===== src/rtl/i2c_phase_gen.sv =====
// I2C quarter-bit phase generator: divides CLK into four SCL phases with
// runtime-selectable rate, bit-aligned divisor updates and slave clock stretching.
module i2c_phase_gen #(
    parameter int unsigned CLK_HZ      = 200000000,
    parameter int unsigned DIV_W       = 12,
    parameter int unsigned DIV_STD     = CLK_HZ / (4 * 100000),
    parameter int unsigned DIV_FAST    = CLK_HZ / (4 * 400000),
    parameter int unsigned DIV_FASTP   = CLK_HZ / (4 * 1000000),
    parameter int unsigned STRETCH_MAX = 20000
) (
    input  logic             CLK,
    input  logic             RSTn,
    input  logic             En,
    input  logic [1:0]       mode,
    input  logic [DIV_W-1:0] div_cfg,
    input  logic             scl_in,
    output logic             ph_tick,
    output logic [1:0]       phase,
    output logic             bit_tick,
    output logic             scl_ref,
    output logic             stretching,
    output logic             timeout
);

    localparam int unsigned STW = $clog2(STRETCH_MAX + 1);

    localparam logic [1:0] ST_IDLE  = 2'd0;
    localparam logic [1:0] ST_RUN   = 2'd1;
    localparam logic [1:0] ST_STALL = 2'd2;

    logic [1:0]       st_q, st_d;
    logic [DIV_W-1:0] cnt_q, cnt_d;
    logic [DIV_W-1:0] div_q, div_d;
    logic [DIV_W-1:0] sel_div;
    logic [1:0]       phase_q, phase_d;
    logic             ph_tick_q, ph_tick_d;
    logic             bit_tick_q, bit_tick_d;
    logic             scl_ref_q, scl_ref_d;
    logic             stretching_q, stretching_d;
    logic             timeout_q, timeout_d;
    logic [STW-1:0]   str_cnt_q, str_cnt_d;
    logic             blk_q, blk_d;
    logic [1:0]       sync_q, sync_d;
    logic             scl_s;

    assign scl_s = sync_q[1];

    // Quarter-period requested by the rate inputs; custom values below 2 are clamped.
    always_comb begin
        sel_div = DIV_W'(DIV_STD);
        case (mode)
            2'd0:    sel_div = DIV_W'(DIV_STD);
            2'd1:    sel_div = DIV_W'(DIV_FAST);
            2'd2:    sel_div = DIV_W'(DIV_FASTP);
            default: sel_div = (div_cfg < DIV_W'(2)) ? DIV_W'(2) : div_cfg;
        endcase
    end

    always_comb begin
        st_d       = st_q;
        cnt_d      = cnt_q;
        div_d      = div_q;
        phase_d    = phase_q;
        ph_tick_d  = 1'b0;
        bit_tick_d = 1'b0;
        timeout_d  = 1'b0;
        str_cnt_d  = str_cnt_q;
        blk_d      = blk_q;
        sync_d     = {sync_q[0], scl_in};

        // The divisor only moves while idle or on the first cycle of a new bit.
        if (!En || bit_tick_q) begin
            div_d = sel_div;
        end

        if (!En) begin
            st_d      = ST_IDLE;
            cnt_d     = '0;
            phase_d   = 2'd0;
            str_cnt_d = '0;
            blk_d     = 1'b0;
        end else begin
            case (st_q)
                ST_STALL: begin
                    cnt_d = '0;
                    if (scl_s) begin
                        st_d = ST_RUN;
                    end else if (str_cnt_q == STW'(STRETCH_MAX - 1)) begin
                        // Give up on the slave; resume as though SCL had risen.
                        st_d      = ST_RUN;
                        timeout_d = 1'b1;
                        blk_d     = 1'b1;
                        str_cnt_d = '0;
                    end else begin
                        str_cnt_d = str_cnt_q + STW'(1);
                    end
                end
                default: begin
                    st_d = ST_RUN;
                    if (phase_q == 2'd2 && !scl_s && !blk_q) begin
                        st_d      = ST_STALL;
                        cnt_d     = '0;
                        str_cnt_d = '0;
                    end else if (cnt_q == div_q - DIV_W'(1)) begin
                        cnt_d      = '0;
                        ph_tick_d  = 1'b1;
                        bit_tick_d = (phase_q == 2'd3);
                        phase_d    = phase_q + 2'd1;
                        str_cnt_d  = '0;
                        blk_d      = 1'b0;
                    end else begin
                        cnt_d = cnt_q + DIV_W'(1);
                    end
                end
            endcase
        end

        scl_ref_d    = phase_d[1];
        stretching_d = (st_d == ST_STALL);
    end

    always_ff @(posedge CLK) begin
        if (!RSTn) begin
            st_q         <= ST_IDLE;
            cnt_q        <= '0;
            div_q        <= DIV_W'(DIV_STD);
            phase_q      <= 2'd0;
            ph_tick_q    <= 1'b0;
            bit_tick_q   <= 1'b0;
            scl_ref_q    <= 1'b0;
            stretching_q <= 1'b0;
            timeout_q    <= 1'b0;
            str_cnt_q    <= '0;
            blk_q        <= 1'b0;
            sync_q       <= 2'b11;
        end else begin
            st_q         <= st_d;
            cnt_q        <= cnt_d;
            div_q        <= div_d;
            phase_q      <= phase_d;
            ph_tick_q    <= ph_tick_d;
            bit_tick_q   <= bit_tick_d;
            scl_ref_q    <= scl_ref_d;
            stretching_q <= stretching_d;
            timeout_q    <= timeout_d;
            str_cnt_q    <= str_cnt_d;
            blk_q        <= blk_d;
            sync_q       <= sync_d;
        end
    end

    assign ph_tick    = ph_tick_q;
    assign phase      = phase_q;
    assign bit_tick   = bit_tick_q;
    assign scl_ref    = scl_ref_q;
    assign stretching = stretching_q;
    assign timeout    = timeout_q;

endmodule


===== config.mk =====
export PLATFORM = sky130hd
export DESIGN_NAME = i2c_phase_gen
export DESIGN_NICKNAME = d
export VERILOG_FILES = /design/src/rtl/i2c_phase_gen.sv
export SDC_FILE = /design/constraint.sdc
export NUM_CORES = 1
export LEC_CHECK = 0
export ABC_AREA = 1
export CORE_UTILIZATION = 60
export CTS_BUF_LIST = sky130_fd_sc_hd__clkbuf_4
export CTS_CLUSTER_DIAMETER = 30
export DETAILED_ROUTE_END_ITERATION = 6
export PLACE_DENSITY = 0.82
export RECOVER_POWER = 25
export SYNTH_ARGS = -nofsm -noshare
export SYNTH_HDL_FRONTEND = slang
export SYNTH_SLANG_ARGS = --single-unit

===== constraint.sdc =====
create_clock -name CLK -period 2.35 [get_ports CLK]
set_input_delay 0.235 -clock CLK [delete_from_list [all_inputs] [get_ports CLK]]
set_output_delay 0.235 -clock CLK [all_outputs]
set_load 0.01 [all_outputs]

# After elaboration in Yosys (flattened, before gate mapping)
# Cells that the tools add are included.
# W data, S select, Z words.
[word_totals] register_bits=50 output_inout_bits=7 word_cells=69
[op_classes] add_sub_neg=4 n_lt_le_gt_ge=1 eq_ne=11 muxes=19 bitwise=5 reduce_logical=17
[op_table] op="$mux W15" n=5
[op_table] op="$pmux W12 S3" n=1
[op_table] op="$add A15 B1 Y15 const B" n=1
[op_table] op="$eq A15 B15 Y1 const B" n=1
[op_table] op="$add A12 B1 Y12 const B" n=1
[op_table] op="$eq A12 B12 Y1" n=1
[op_table] op="$lt A12 B2 Y1 const B" n=1
[op_table] op="$mux W12" n=1
[op_table] op="$sub A12 B1 Y12 const B" n=1
[op_table] op="$eq A2 B2 Y1 const B" n=5
[op_table] op="$mux W2" n=5
[op_table] op="$reduce_or A5 Y1" n=2
[op_table] op="$reduce_or A4 Y1" n=2
[op_table] op="$mux W1" n=7
[op_table] op="$not A1 Y1" n=5
[op_table] op="$ne A2 B2 Y1 const B" n=2
[op_table] op="$reduce_and A2 Y1" n=2
[op_table] op="$reduce_and A4 Y1" n=1
[op_table] op="$logic_not A1 Y1" n=3
[op_table] op="$reduce_and A3 Y1" n=1
[op_table] op="$reduce_bool A3 Y1" n=1
[op_table] op="$add A2 B1 Y2 const B" n=1
[op_table] op="$eq A2 B1 Y1 const B" n=1
[op_table] op="$logic_and A1 B1 Y1" n=2
[op_table] op="other kinds (4)" n=4

# Depth between registers and ports, before layout
# Gate-level depths: netlist (run 1).
[depth] depth_word=7 ltp_mapped=14 ltp_nobuf=14

# Worst setup path before layout (run 1)
# Ideal clock, no wire load.
[synth_path] kind="register to register" start="register div_q[0]" end="register str_cnt_q[5]" setup_ns=0.070 arrival_ns=1.809 path_slack_ns=0.471 path_stages_with_launch=14 cell_sequence="dfxtp_1 > inv_2 > ha_1 > nand2_1 > nor2_1 > nand3_1 > nand3_1 > nand3_2 > nor2_4 > nand4_4 > nand2_4 > buf_6 > nand2_2 > a21oi_2"
[synth_between] elab_chain_cells=4
[synth_lines] element="from (decl)" line="33" text="logic [DIV_W-1:0] div_q, div_d;"
[synth_lines] element="from (signal assigned)" line="126" text="div_q <= DIV_W'(DIV_STD);"
[synth_lines] element="from (signal assigned)" line="139" text="div_q <= div_d;"
[synth_lines] element="$sub A12 B1 Y12" line="104" text="end else if (cnt_q == div_q - DIV_W'(1)) begin"
[synth_lines] element="$eq A12 B12 Y1" line="104"
[synth_lines] element="$reduce_bool A3 Y1 (no source line)"
[synth_lines] element="$reduce_and A2 Y1 (no source line)"
[synth_lines] element="to (signal assigned)" line="146" text="str_cnt_q <= str_cnt_d;"
[synth_lines] element="to (decl)" line="41" text="logic [STW-1:0] str_cnt_q, str_cnt_d;"
# No other way between the ends.
# A chain may end at the register's enable or synchronous reset.

# Worst setup path after layout (run 1)
[layout_path] start="register div_q[1]" end="register bit_tick_q (netlist: bit_tick)"
[layout_between] elab_chain_cells=4
[layout_lines] element="$sub A12 B1 Y12" line="104"
[layout_lines] element="$eq A12 B12 Y1" line="104"
[layout_lines] element="$not A1 Y1 (no source line)"
[layout_lines] element="$reduce_or A5 Y1 (no source line)"
[layout_lines] element="to (signal assigned)" line="142" text="bit_tick_q <= bit_tick_d;"
[layout_lines] element="to (decl)" line="37" text="logic bit_tick_q, bit_tick_d;"
# No other way between the ends.

==> qor.yml, run 1 <==
p_int_mw: 1.04
postRouteAntennaNets: 0
hpwl_um: 5170
ioPinCount: 25
critPathLaunchType: "flop"
final_layout_size_suffix_gt1_share_pct: 12.8
yosys_most_used_dff: "dfxtp_1"
insertion_delay_ps: 360
ir_drop_mv: 0.416
dieWidth_um: 74.0
numCtsBuffers: 5
placed_cells_incl_taps: 542
p_switching_mw: 0.383
fin_skew_ps: 11.2
async_flop_share_pct: 0
layout.nets: 506
antenna_found_initial: 0
via_count: 2875
grt_pass1_wl_um: 11300
cts_sinks: 50
clockBufferDepth: 2
synth_top_cell_by_area: "dfxtp_1"
rsz0062_at_grt: "no"
grt_max_degree: 20
netlist_area_um2: 3110
tns_ps: 0
layout.cells.non_filler: 551
ys_seq_area_share_pct: 32.2
hp-start: "scl_in"
reg2reg_from: "div_q[1]"
path_clk_slew_ps: 140
fp-row-count: 25
clock.fmax_mhz: 473
synth_edf_count: 0
grt_pass1_vias: 2438
cp-end-kind: "flop"
yosysWarnings: 0
hold_viol: 0
relSlewSlack_pct: 72.2
area_growth_pct: 12.6
hold_class: "primary input to flop"
slew_viol_final: 0
seqPwrFrac_pct: 61.7
die_h_um: 74.0
leakage_nw: 1.36
required_ps: 2660
status: "complete, no violations"
timing.hold.ws_ps: 433
finish.utilization_pct: 72.2
htreeDepth: 2
hold_end: "sync_q[0]"
cp_data_arrival_time_ps: 2430
avgRoutedWirePerCell_um: 12.0
synth_nets: 477
grt-ovfl-total: 0
netlist-cell-type-count: 43
drc: 0
routed_via_density: 5.22
period_share_pct: 89.9
rrSetupSlack_ps: 240
ctsHoldBuffers: 0
gp_congestion: 1.04
clockRootBuffer: "clkbuf_4"
drt-total-wl_um: 6620
grt_usage_pct: 26.4
initial_utilization_pct: 64.1
dr.pass1.iters: 5
worst_pin_slew_ps: 417
num_antenna_cells: 0
setup-violations-final: 0
max-cap-violations: 0
die_area_um2: 5470
reg2reg_depth: 12
min_period_ps: 2110
synthTopCellsByArea: "dfxtp_1 (32%), nand2_1 (11%), nand3_1 (7.7%), inv_1 (7.2%), nor2_1 (6.5%)"
ys_ff_latch: 50
power.density_nw_per_um2: 408
r2r-end: "bit_tick"
fillerInstances: 430
syn_inst: 454
worstSetupPathType: "flop to flop"
clkPwrFrac_pct: 26.9
crit_path_max_fanout: 4
core_um2: 4850
cts_tree: "yes"
pwr-share-comb_pct: 11.3
syn_avg_cell_area_um2: 6.85
drt_iter0_drc: 256
power.share.switching_pct: 26.8
whs_path_depth: 2
io_buffers: 24
netlist.area_leader.share_pct: 32.2
kinds of logic (layout without fill, tap and decap cells):
| kind of cell | after synthesis | in the layout | share of synthesized area, % |
|---|---|---|---|
| and+or+nand+nor | 264 | 264 | 41.8 |
| adders and majority gates | 5 | 5 | 2.01 |
| buffers and inverters | 72 | 102 | 9.14 |
| xor gates and xnor gates | 23 | 23 | 6.48 |
| AOI/OAI and AO/OA | 40 | 40 | 8.33 |
| DFF | 50 | 50 | 32.2 |
cell usage after synthesis (2+ instances only):
cell,instances
nand2_1,89
inv_1,60
nor2_1,54
dfxtp_1,50
nand3_1,48
nor3_1,18
xor2_1,17
a21oi_1,15
nand2_2,14
nand4_1,10
a21oi_2,9
xnor2_1,6
ha_1,5
nor2_4,5
o211ai_1,5
or2_2,5
clkbuf_1,4
inv_2,3
nand3_2,3
nor4_1,3
o21ai_0,3
buf_2,2
nand2_4,2
nand3b_1,2
nor2_2,2
o21ai_1,2
o22ai_1,2
placed cells by master (no fill, tap or decap), types with 2 or more instances in the layout:
cell	Yosys	layout
or2_2	5	5
a21oi_1	15	15
xor2_1	17	17
nand2_2	14	14
inv_2	3	3
nand2_1	89	89
nor2_1	54	53
o22ai_1	2	2
nor2_4	5	5
a21oi_2	9	9
ha_1	5	5
xnor2_1	6	6
nand3_2	3	3
clkbuf_4	0	5
o21ai_1	2	2
nor2_2	2	3
nand3_1	48	48
inv_1	60	60
nor3_1	18	18
clkdlybuf4s50_1	0	21
o21ai_0	3	3
buf_4	1	6
o211ai_1	5	5
dlygate4sd3_1	0	3
dfxtp_1	50	50
nor4_1	3	3
nand4_1	10	10
nand3b_1	2	2
sequential cells by signal, indices dropped and copies added (netlist names):
signal	cells
div_q	12
bit_tick	1
cnt_q	12
st_q	2
phase	2
blk_q	1
sync_q	2
str_cnt_q	15
stretching	1
ph_tick	1
timeout	1
layout make-up:
type                            instances  area (um^2)  area share [%]
Sequential cell                        50         1000            28.6
Timing Repair Buffer                   31          289            8.26
Inverter                               63          236            6.76
Tap cell                               67         83.8            2.40
Clock buffer                            5         37.5            1.07
Clock inverter                          3         16.3           0.465
Multi-Input combinational cell        332         1830            52.4
power by group through the flow:
stage / sequential [mW] / combinational (mW) / clock, mW
final: 0.880 / 0.162 / 0.384
after global placement: 0.898 / 0.157 / 0
after CTS: 0.880 / 0.161 / 0.390
after detailed placement: 0.898 / 0.160 / 0
after global routing: 0.883 / 0.182 / 0.429
after floorplan: 0.894 / 0.105 / 0
routing by layer:
layer / global-route usage, % / vias up / routed length (um)
li1: - / 1522 / -
met1: 42.1 / 1269 / 3620
met2: 36.9 / 80 / 2630
met3: 4.74 / 4 / 349
met4: 4.70 / 0 / 24
met5: 0 / - / 0
through the flow:
step           power [mW]  setup slack, ps  cell area [um^2]
3_5_place_dp         1.06             57.2              3430
4_1_cts              1.43             31.4              3480
3_3_place_gp         1.05              227              3430
6_report             1.43              238              3500
2_1_floorplan        1.00              471              3110
5_1_grt              1.49             59.4              3500
timing repair:
item / in CTS / in global routing
gates resized for setup: 0 / 2
setup buffers: 0 / 1
setup endpoints to repair: 0 / 13
worst max path at each step:
| stage | start | endpoint | slack, ps | depth (start not counted) |
|---|---|---|---|---|
| 2_1_floorplan | div_q[0] | str_cnt_q[5] | 470 | 13 |
| 3_3_place_gp | div_q[0] | cnt_q[3] | 230 | 12 |
| 3_5_place_dp | div_q[0] | cnt_q[3] | 60 | 12 |
| 4_1_cts | div_q[0] | cnt_q[3] | 30 | 12 |
| 5_1_grt | div_q[1] | str_cnt_q[1] | 60 | 14 |
| 6_report | div_q[1] | bit_tick | 240 | 12 |
critical path: stages, from the launching register on:
cell and delay, ps:
dfxtp_1 430, inv_1 60, ha_1 290, inv_1 50, nand2_1 70, nand2_1 40, nand3b_1 140, nor2_1 140
nand3_2 100, nor2_4 110, nand4_4 140, nor3_2 310, and2_1 180
Power figures use the tool's default switching activity.
==> inputs of run 2 (changes only) <==
--- a/config.mk
+++ b/config.mk
@@ -6,11 +6,12 @@
 export NUM_CORES = 1
 export LEC_CHECK = 0
 export ABC_AREA = 1
-export CORE_UTILIZATION = 60
+export CAP_MARGIN = 25
+export CORE_UTILIZATION = 50
 export CTS_BUF_LIST = sky130_fd_sc_hd__clkbuf_4
 export CTS_CLUSTER_DIAMETER = 30
 export DETAILED_ROUTE_END_ITERATION = 6
-export PLACE_DENSITY = 0.82
+export PLACE_DENSITY = 0.7
 export RECOVER_POWER = 25
 export SYNTH_ARGS = -nofsm -noshare
 export SYNTH_HDL_FRONTEND = slang
==> run 2 against run 1 <==
  * Wire length up 3.7%
  * Via count up 0.80%
  * Utilization down 13 points
  * Maximum frequency down 1.8%
  * First-iteration DRC count down 23%
  * Combinational power about the same
  * Total power up 2.1%
  * Register-to-register slack worse by 40 ps
  * Clock power up 7.3%
  * Critical path type unchanged
  * Non-clock buffer count up 3
  * Sequential share of layout area down 0.20 points
==> qor.yml, run 2 (synthesized netlist as in run 1, its figures left out) <==
pwr-share-comb_pct: 11.1  # -0.2 points
min_period_ps: 2150  # +37.7 ps
clockRootBuffer: "clkbuf_4"
r2r-end: "str_cnt_q[1]"
power.density_nw_per_um2: 413  # +1.4%
num_antenna_cells: 0  # unchanged
placed_cells_incl_taps: 554  # +2.2%
critPathLaunchType: "flop"
slew_viol_final: 0  # unchanged
timing.hold.ws_ps: 408  # -24.4 ps
dieWidth_um: 80.8  # +9.3%
die_h_um: 80.8  # +9.3%
period_share_pct: 91.5  # +1.6 points
cp-end-kind: "flop"
htreeDepth: 2  # unchanged
hold_viol: 0  # unchanged
post_dp_cell_area_um2: 3470  # +1.2%
hpwl_um: 5430  # +5.0%
worstSetupPathType: "flop to flop"
tns_ps: 0  # unchanged
grt_usage_pct: 23.4  # -3.0 points
grt_pass1_wl_um: 12000  # +6.3%
grt-ovfl-total: 0  # unchanged
io_buffers: 24  # unchanged
p_switching_mw: 0.408  # +6.5%
finish.utilization_pct: 59.2  # -13 points
finalWorstSetupSlack_ps: 200  # -37.7 ps
final_cell_mix: "nand2_1 (89), inv_1 (60), nor2_1 (53), dfxtp_1 (50), nand3_1 (48)"
finish.instance_area_um2: 3520  # +0.72%
hp-start: "scl_in"
reg2reg_from: "div_q[1]"
crit_path_max_fanout: 14  # +10
final_layout_size_suffix_gt1_share_pct: 13.3  # +0.54 points
clock.fmax_mhz: 465  # -1.8%
dr.pass1.iters: 4  # -1
drc: 0  # unchanged
clockBufferDepth: 2  # unchanged
rsz0062_at_grt: "no"
relSlewSlack_pct: 73.6  # +1.4 points
seqPwrFrac_pct: 60.5  # -1.2 points
hold_end: "sync_q[0]"
avgRoutedWirePerCell_um: 12.2  # +1.7%
fp-row-count: 28  # +12%
regMostFlops: "str_cnt_q"
largest_reg_flops: 15  # unchanged
grt_max_degree: 19  # -5.0%
area_growth_pct: 13.4
layout.cells.non_filler: 562  # +2.0%
required_ps: 2660  # about the same
place_ws_ps: 150  # +92.5 ps
whs_path_depth: 2  # unchanged
antenna_found_initial: 0  # unchanged
top_regs: "str_cnt_q (15), cnt_q (12), div_q (12)"
cp_data_arrival_time_ps: 2460  # +30 ps
setup-violations-final: 0  # unchanged
layout.nets: 509  # +0.59%
leakage_nw: 1.37  # +0.94%
clkPwrFrac_pct: 28.3  # +1.4 points
cts_tree: "yes"
max-cap-violations: 0  # unchanged
insertion_delay_ps: 380  # +20 ps
rrSetupSlack_ps: 200  # -40 ps
postCtsSetupRepairBufs: 0  # unchanged
hold_class: "primary input to flop"
status: "complete, no violations"
p_total_mw: 1.46  # +2.1%
cts_sinks: 50  # unchanged
path_clk_slew_ps: 160  # +20 ps
reg2reg_depth: 14  # +2
postRouteAntennaNets: 0  # unchanged
final_common_cell: "nand2_1"
initial_utilization_pct: 52.2  # -12 points
routed_via_density: 5.16  # -1.2%
fin_skew_ps: 10.8  # -0.351 ps
numCtsBuffers: 5  # unchanged
gp_congestion: 0.888  # -15%
ir_drop_mv: 0.232  # -44%
p_int_mw: 1.05  # +0.44%
drt-total-wl_um: 6860  # +3.7%
ioPinCount: 25  # unchanged
power.share.switching_pct: 28.0  # +1.2 points
via_count: 2898  # +0.80%
drt_iter0_drc: 196  # -23%
worst_pin_slew_ps: 393  # -23.9 ps
grt_pass1_vias: 2656  # +8.9%
core_um2: 5960  # +23%
die_area_um2: 6540  # +19%
==> run 2: cell types whose count changed in the layout (fill, tap and decap cells not counted) <==
cell	previous run	this run
nand2_8	1	0
nand2_4	1	2
clkinv_4	0	1
clkbuf_1	1	2
buf_4	6	8
clkinv_1	1	0
==> run 2: power by group through the flow <==
stage	clock, mW	combinational [mW]	sequential (mW)
final	0.412	0.162	0.881
after global routing	0.453	0.184	0.884
after global placement	0	0.161	0.898
after CTS	0.425	0.165	0.881
after detailed placement	0	0.164	0.899
after floorplan	0	0.105	0.894
==> run 2: worst max path at each step <==
| stage | cells past startpoint | to | startpoint | slack [ps] |
|---|---|---|---|---|
| floorplan | 13 | str_cnt_q[5] | div_q[0] | 470 |
| global placement | 14 | str_cnt_q[1] | div_q[1] | 250 |
| detailed placement | 13 | str_cnt_q[7] | div_q[0] | 150 |
| CTS | 13 | str_cnt_q[7] | div_q[0] | 150 |
| global route | 14 | str_cnt_q[7] | div_q[1] | 10 |
| finish | 14 | str_cnt_q[1] | div_q[1] | 200 |
==> run 2: final cells by class <==
cell class              count  area [um^2]
clock buffers               5         37.5
clock inverters             3         21.3
fillers                   594         2430
inverters                  63          236
multi-input cells         332         1830
flip-flops and latches     50         1000
well taps                  75         93.8
repair buffers             34          308
==> run 2: critical path, cell delays in order (launching register included) <==
cell and delay [ps]:
dfxtp_1 430, inv_1 70, ha_1 300, inv_1 40
nand2_1 70, nand2_1 50, nand3b_1 160, nor2_1 140
nand3_2 100, nor2_4 110, nand4_4 160, nand2_4 240
inv_1 80, nor2_1 90, nor2_1 40
==> run 2: timing repair <==
item	4_1_cts	5_1_grt
setup endpoints to repair	0	15
hold buffers	0	0
gates resized for setup	0	1
==> run 2: routing by layer <==
metal | track usage [%] | vias up | routed length, um
met1 | 33.8 | 1303 | 3560
met3 | 4.27 | 4 | 355
met4 | 6.07 | 0 | 51
li1 | - | 1529 | -
met5 | 0 | - | 0
met2 | 35.5 | 62 | 2900
==> inputs of run 3 (changes only) <==
--- a/config.mk
+++ b/config.mk
@@ -10,7 +10,9 @@
 export CORE_UTILIZATION = 50
 export CTS_BUF_LIST = sky130_fd_sc_hd__clkbuf_4
 export CTS_CLUSTER_DIAMETER = 30
+export CTS_CLUSTER_SIZE = 28
 export DETAILED_ROUTE_END_ITERATION = 6
+export HOLD_SLACK_MARGIN = 0.03
 export PLACE_DENSITY = 0.7
 export RECOVER_POWER = 25
 export SYNTH_ARGS = -nofsm -noshare
==> results of run 3 <==
The final DEF is identical to that of run 2; final timing and power are the same.
==> patch 1: new RTL, settings of run 3 <==
The output `ph_tick` loses its register stage (`ph_tick_q` becomes a continuous assignment).
--- a/src/rtl/i2c_phase_gen.sv
+++ b/src/rtl/i2c_phase_gen.sv
@@ -125,7 +125,6 @@
             cnt_q        <= '0;
             div_q        <= DIV_W'(DIV_STD);
             phase_q      <= 2'd0;
-            ph_tick_q    <= 1'b0;
             bit_tick_q   <= 1'b0;
             scl_ref_q    <= 1'b0;
             stretching_q <= 1'b0;
@@ -138,7 +137,6 @@
             cnt_q        <= cnt_d;
             div_q        <= div_d;
             phase_q      <= phase_d;
-            ph_tick_q    <= ph_tick_d;
             bit_tick_q   <= bit_tick_d;
             scl_ref_q    <= scl_ref_d;
             stretching_q <= stretching_d;
@@ -149,6 +147,8 @@
         end
     end
 
+    assign ph_tick_q = ph_tick_d;
+
     assign ph_tick    = ph_tick_q;
     assign phase      = phase_q;
     assign bit_tick   = bit_tick_q;
Formal check against the unedited RTL: not equivalent (a bounded check fails within 4 cycles, from zero or initial values and one cycle with RSTn low).
==> patch 1 against run 3 <==
Sequential cell count shrank 1. Sequential share of layout area shrank 1.2 points. Die area shrank 0.31%. Synthesized area shrank 0.32%. Worst setup slack lost 110 ps. Clock skew grew 14 ps. Wire length shrank 0.66%. Total power grew 4.0%. Design area grew 2.9%. Largest power group unchanged. Non-clock buffer count grew 9.
==> patch 1: results (changes against run 3) <==
Placed Cells=566 (+2.2%); area share of fa/ha/maj cells after synthesis=0.0202 (+0.0000650); first-pass GRT wire length=11.7 mm (-2.0%); Seq/Total Area, Yosys=0.317 (-0.00542); peak supply drop=0.263 mV (+13%); Area contributors post-synth=dfxtp_1, nand2_1, nand3_1; dpl hpwl=5.10 mm (-6.1%); gpl congestion=0.856 (-3.6%); LEAKAGE=0.00147 uW (+7.1%); Syn Nets=487 (+2.1%); pin count of the biggest net entering global routing=20 (+1); number of global-route vias before repair=2714 (+2.2%); fillers=601 (+1.2%); Synth top cells by count=nand2_1, inv_1, nor2_1; outcome=complete, no violations; Compound-Gate Fraction of Synth Area=0.0925 (+0.00915); worst endpoint data arrival time=2030 ps (-430 ps); WL final=6.82 mm (-0.66%); routed len/inst=11.8 um (-3.4%); clock skew=24.4 ps (+13.5 ps); slowest stage delay, CP=360 ps (-70 ps); 1st-iter DRT viols=126 (-36%); via count=2940 (+1.4%); diodes inserted=0 (unchanged); Global Route Usage Sum=0.227 (-0.00689); Post-Synth XOR/XNOR Area=0.0679 (+0.00304); Final #Nets=525 (+3.1%); Max transition margin=0.665 (-0.0710); pre-CTS WS=-13.9 ps (-164 ps); Critical Path Fanout Max=2 (-12); synth unique cells=37 (-14%); cell family with most CP delay=simple AND/OR/NAND/NOR gates; Slowest cell on crit path=dfxtp_2; share of cells above drive strength 1=0.171 (+0.0375); Cells after Synth=464 (+2.2%)
==> patch 1: changes by cell type after synthesis, sizes merged, moves of 3 or more <==
cell	delta
nand3	-4
nand2	+13
nor2	+4
o21ai	+7
nor3	-8
or2	-3
==> patch 1: layout make-up <==
cell class,instances,area (um^2),area share
tap,75,93.8,0.0259
sequential,49,986,0.272
multi-input combinational,341,1870,0.517
inverter,62,233,0.0642
timing repair buffer,43,374,0.103
clock inverter,3,28.8,0.00794
clock buffer,5,37.5,0.0104
==> patch 1: cell families (layout without fill, tap and decap cells) <==
kind of cell | after synthesis | in the layout
buffers and inverters | 74 | 113
adder cells (fa/ha/maj) | 5 | 5
AND/OR/NAND/NOR | 266 | 266
AO/OA/AOI/OAI | 46 | 46
flip-flops | 49 | 49
XOR/XNOR | 24 | 24
==> patch 1: final timing paths <==
kind              cells past startpoint  startpoint         to  slack [ps]
setup / recovery                     13    div_q[0]    ph_tick          90
hold / removal                        2      scl_in  sync_q[0]         390
setup reg to reg                     13    div_q[1]   cnt_q[8]         160
hold reg to reg                       1   sync_q[0]  sync_q[1]         460
==> patch 1: worst register-to-register path, delay by kind of cell, from the launching register on <==
| family | cells | cell delay [ps] |
|---|---|---|
| flops | 1 | 340 |
| buf+inv | 4 | 480 |
| simple gates | 8 | 1070 |
| compound gates | 1 | 250 |
==> patch 1: metrics by stage <==
step                      area [um^2]  power, uW
after floorplan                  3100        987
after global placement           3470       1060
after detailed placement         3470       1060
after CTS                        3580       1520
after global routing             3630       1580
final                            3630       1510
==> patch 1: repair_timing <==
| item | CTS | global route |
|---|---|---|
| endpoints found under the setup margin | 1 | 7 |
| pin swaps | 8 | 10 |
| buffers inserted | 3 | 1 |
| endpoints found under the hold margin | 0 | 0 |
| gates resized for setup | 12 | 16 |
==> patch 1: power breakdown <==
group	leakage [uW]	internal [uW]	switching (uW)
clock	0.0000377	131	319
combinational	0.00103	90.9	109
sequential	0.000398	847	16.2
total	0.00147	1070	445
==> patch 1: per-layer routing <==
layer,up-vias,routed length (um),track usage
met5,-,0,0
met4,0,63,0.0679
met3,6,203,0.0307
met2,45,3190,0.389
met1,1328,3360,0.296
li1,1561,-,-
==> patch 2: new RTL, flow settings as in run 3 <==
Without the edit above. Change the parameter `STRETCH_MAX` from 20000 to 10000.
--- a/src/rtl/i2c_phase_gen.sv
+++ b/src/rtl/i2c_phase_gen.sv
@@ -6,7 +6,7 @@
     parameter int unsigned DIV_STD     = CLK_HZ / (4 * 100000),
     parameter int unsigned DIV_FAST    = CLK_HZ / (4 * 400000),
     parameter int unsigned DIV_FASTP   = CLK_HZ / (4 * 1000000),
-    parameter int unsigned STRETCH_MAX = 20000
+    parameter int unsigned STRETCH_MAX = 10000
 ) (
     input  logic             CLK,
     input  logic             RSTn,
Behaviour: no difference found for any inputs over 10 cycles, from zero or initial values and one cycle with RSTn low; that may be too few to reach the edited logic, so the function may still have changed.
==> patch 2 against run 3 <==
Total power fell by 2.4%. Critical path depth did not move. Via count fell by 4.4%. Global-route usage fell by 0.71 points. Synthesized area fell by 3.1%. Worst setup slack improved by 32 ps. Design area fell by 4.2%. Synthesized cell count fell by 2.4%. Wire length fell by 6.9%. Sequential cell count fell by 1. Critical endpoint is now str_cnt_q[7]. Largest cell class unchanged. Highest routed layer unchanged.
==> patch 2: results (changes against run 3) <==
Syn Nets=466 (-2.3%); flop2flop setup slack=230 ps (+30 ps); Slew @ Worst Pin=496 ps (+102 ps); pin count of the biggest net entering global routing=18 (-1); metal2 WL=2.65 mm (-8.6%); reg2reg start=div_q[0]; biggest regs=str_cnt_q (14), cnt_q (12), div_q (12); share of cells above drive strength 1=0.134 (+0.000572); Met3 Wirelength=297 um (-16%); Cells after Synth=443 (-2.4%); dpl hpwl=4.97 mm (-8.5%); synth unique cells=39 (-9.3%); DP Area=3320 um^2 (-4.3%); Global Route Usage Sum=0.227 (-0.00711); LEAKAGE=0.00135 uW (-1.4%); pre-CTS WS=254 ps (+104 ps); outcome=complete, no violations; first-pass GRT wire length=11.4 mm (-4.8%); slowest stage delay, CP=350 ps (-80 ps); combinational power=151 uW (-7%); Biggest register=str_cnt_q; Critical Path Fanout Max=13 (-1); 1st-iter DRT viols=156 (-20%); switching power share of the total=0.276 (-0.00423); P_clk=406 uW (-1%); R2R Path End=str_cnt_q[7]; worst endpoint data arrival time=2460 ps (about the same); via count=2770 (-4.4%); Area contributors post-synth=dfxtp_1, nand2_1, nand3_1; initial antenna violation count=0 (unchanged); met3 Use GR=0.0446 (+0.00187); clock skew=19.5 ps (+8.69 ps); HP Class=primary input to register; fillers=554 (-6.7%); Hold Crit Depth=2 (unchanged); Seq/Total Area, Yosys=0.326 (+0.00366); Synth top cells by count=nand2_1, nor2_1, inv_1; worst skew pair latency=380 ps (about the same); WL final=6.39 mm (-6.9%); power share of the clock group=0.285 (+0.002); met2 usage=0.339 (-0.0161); gpl congestion=0.917 (+3.2%); H-Tree Depth=2 (unchanged); peak supply drop=0.226 mV (-2.6%); diodes inserted=0 (unchanged); met1 wire length=3.34 mm (-6.3%); Final #Nets=492 (-3.3%); via/cell ratio=5.11 (-0.89%); grt met1 use=0.315 (-0.0236); number of global-route vias before repair=2607 (-1.8%); Placed Cells=534 (-3.6%)
[patch 2: changes by cell type after synthesis, sizes merged, moves of 3 or more]
cell	before	now
nand3	51	45
nand2	105	110
nor3	19	14
inv	63	59
nor2	62	66
or2	6	3
xor2	17	14
[patch 2: how the worst max path moves through the flow]
stage | startpoint | endpoint | slack, ps | depth (start not counted)
4_1_cts | div_q[0] | str_cnt_q[7] | 240 | 14
6_report | div_q[0] | str_cnt_q[7] | 230 | 14
5_1_grt | div_q[0] | cnt_q[0] | 40 | 13
3_5_place_dp | div_q[0] | str_cnt_q[7] | 250 | 14
3_3_place_gp | div_q[0] | str_cnt_q[7] | 320 | 14
2_1_floorplan | div_q[0] | str_cnt_q[11] | 480 | 13
[patch 2: logic make-up after synthesis]
group                      synth area share
DFF                                   0.326
adders and majority gates            0.0208
and+or+nand+nor                       0.418
xor gates and xnor gates             0.0523
AOI/OAI and AO/OA                    0.0872
buffers and inverters                0.0960
[patch 2: layout make-up]
| type | count | area [um^2] | area share |
|---|---|---|---|
| clock buffer | 5 | 37.5 | 0.0111 |
| clock inverter | 3 | 21.3 | 0.00630 |
| inverter | 61 | 229 | 0.0679 |
| multi-input combinational | 323 | 1740 | 0.516 |
| sequential | 49 | 981 | 0.291 |
| tap | 72 | 90.1 | 0.0267 |
| timing repair buffer | 29 | 274 | 0.0812 |
[patch 2: per-stage QoR]
step	util	hold WS (ps)
5_1_grt	0.598	416
3_5_place_dp	0.588	403
2_1_floorplan	-	342
6_report	0.598	411
4_1_cts	0.599	397
3_3_place_gp	0.588	395
[patch 2: worst max-delay path: cells and delay by family (launching register included)]
kind                       cells  cell delay (ps)
and+or+nand+nor               10              960
buffers and inverters          3              420
DFF                            1              350
adders and majority gates      1              340
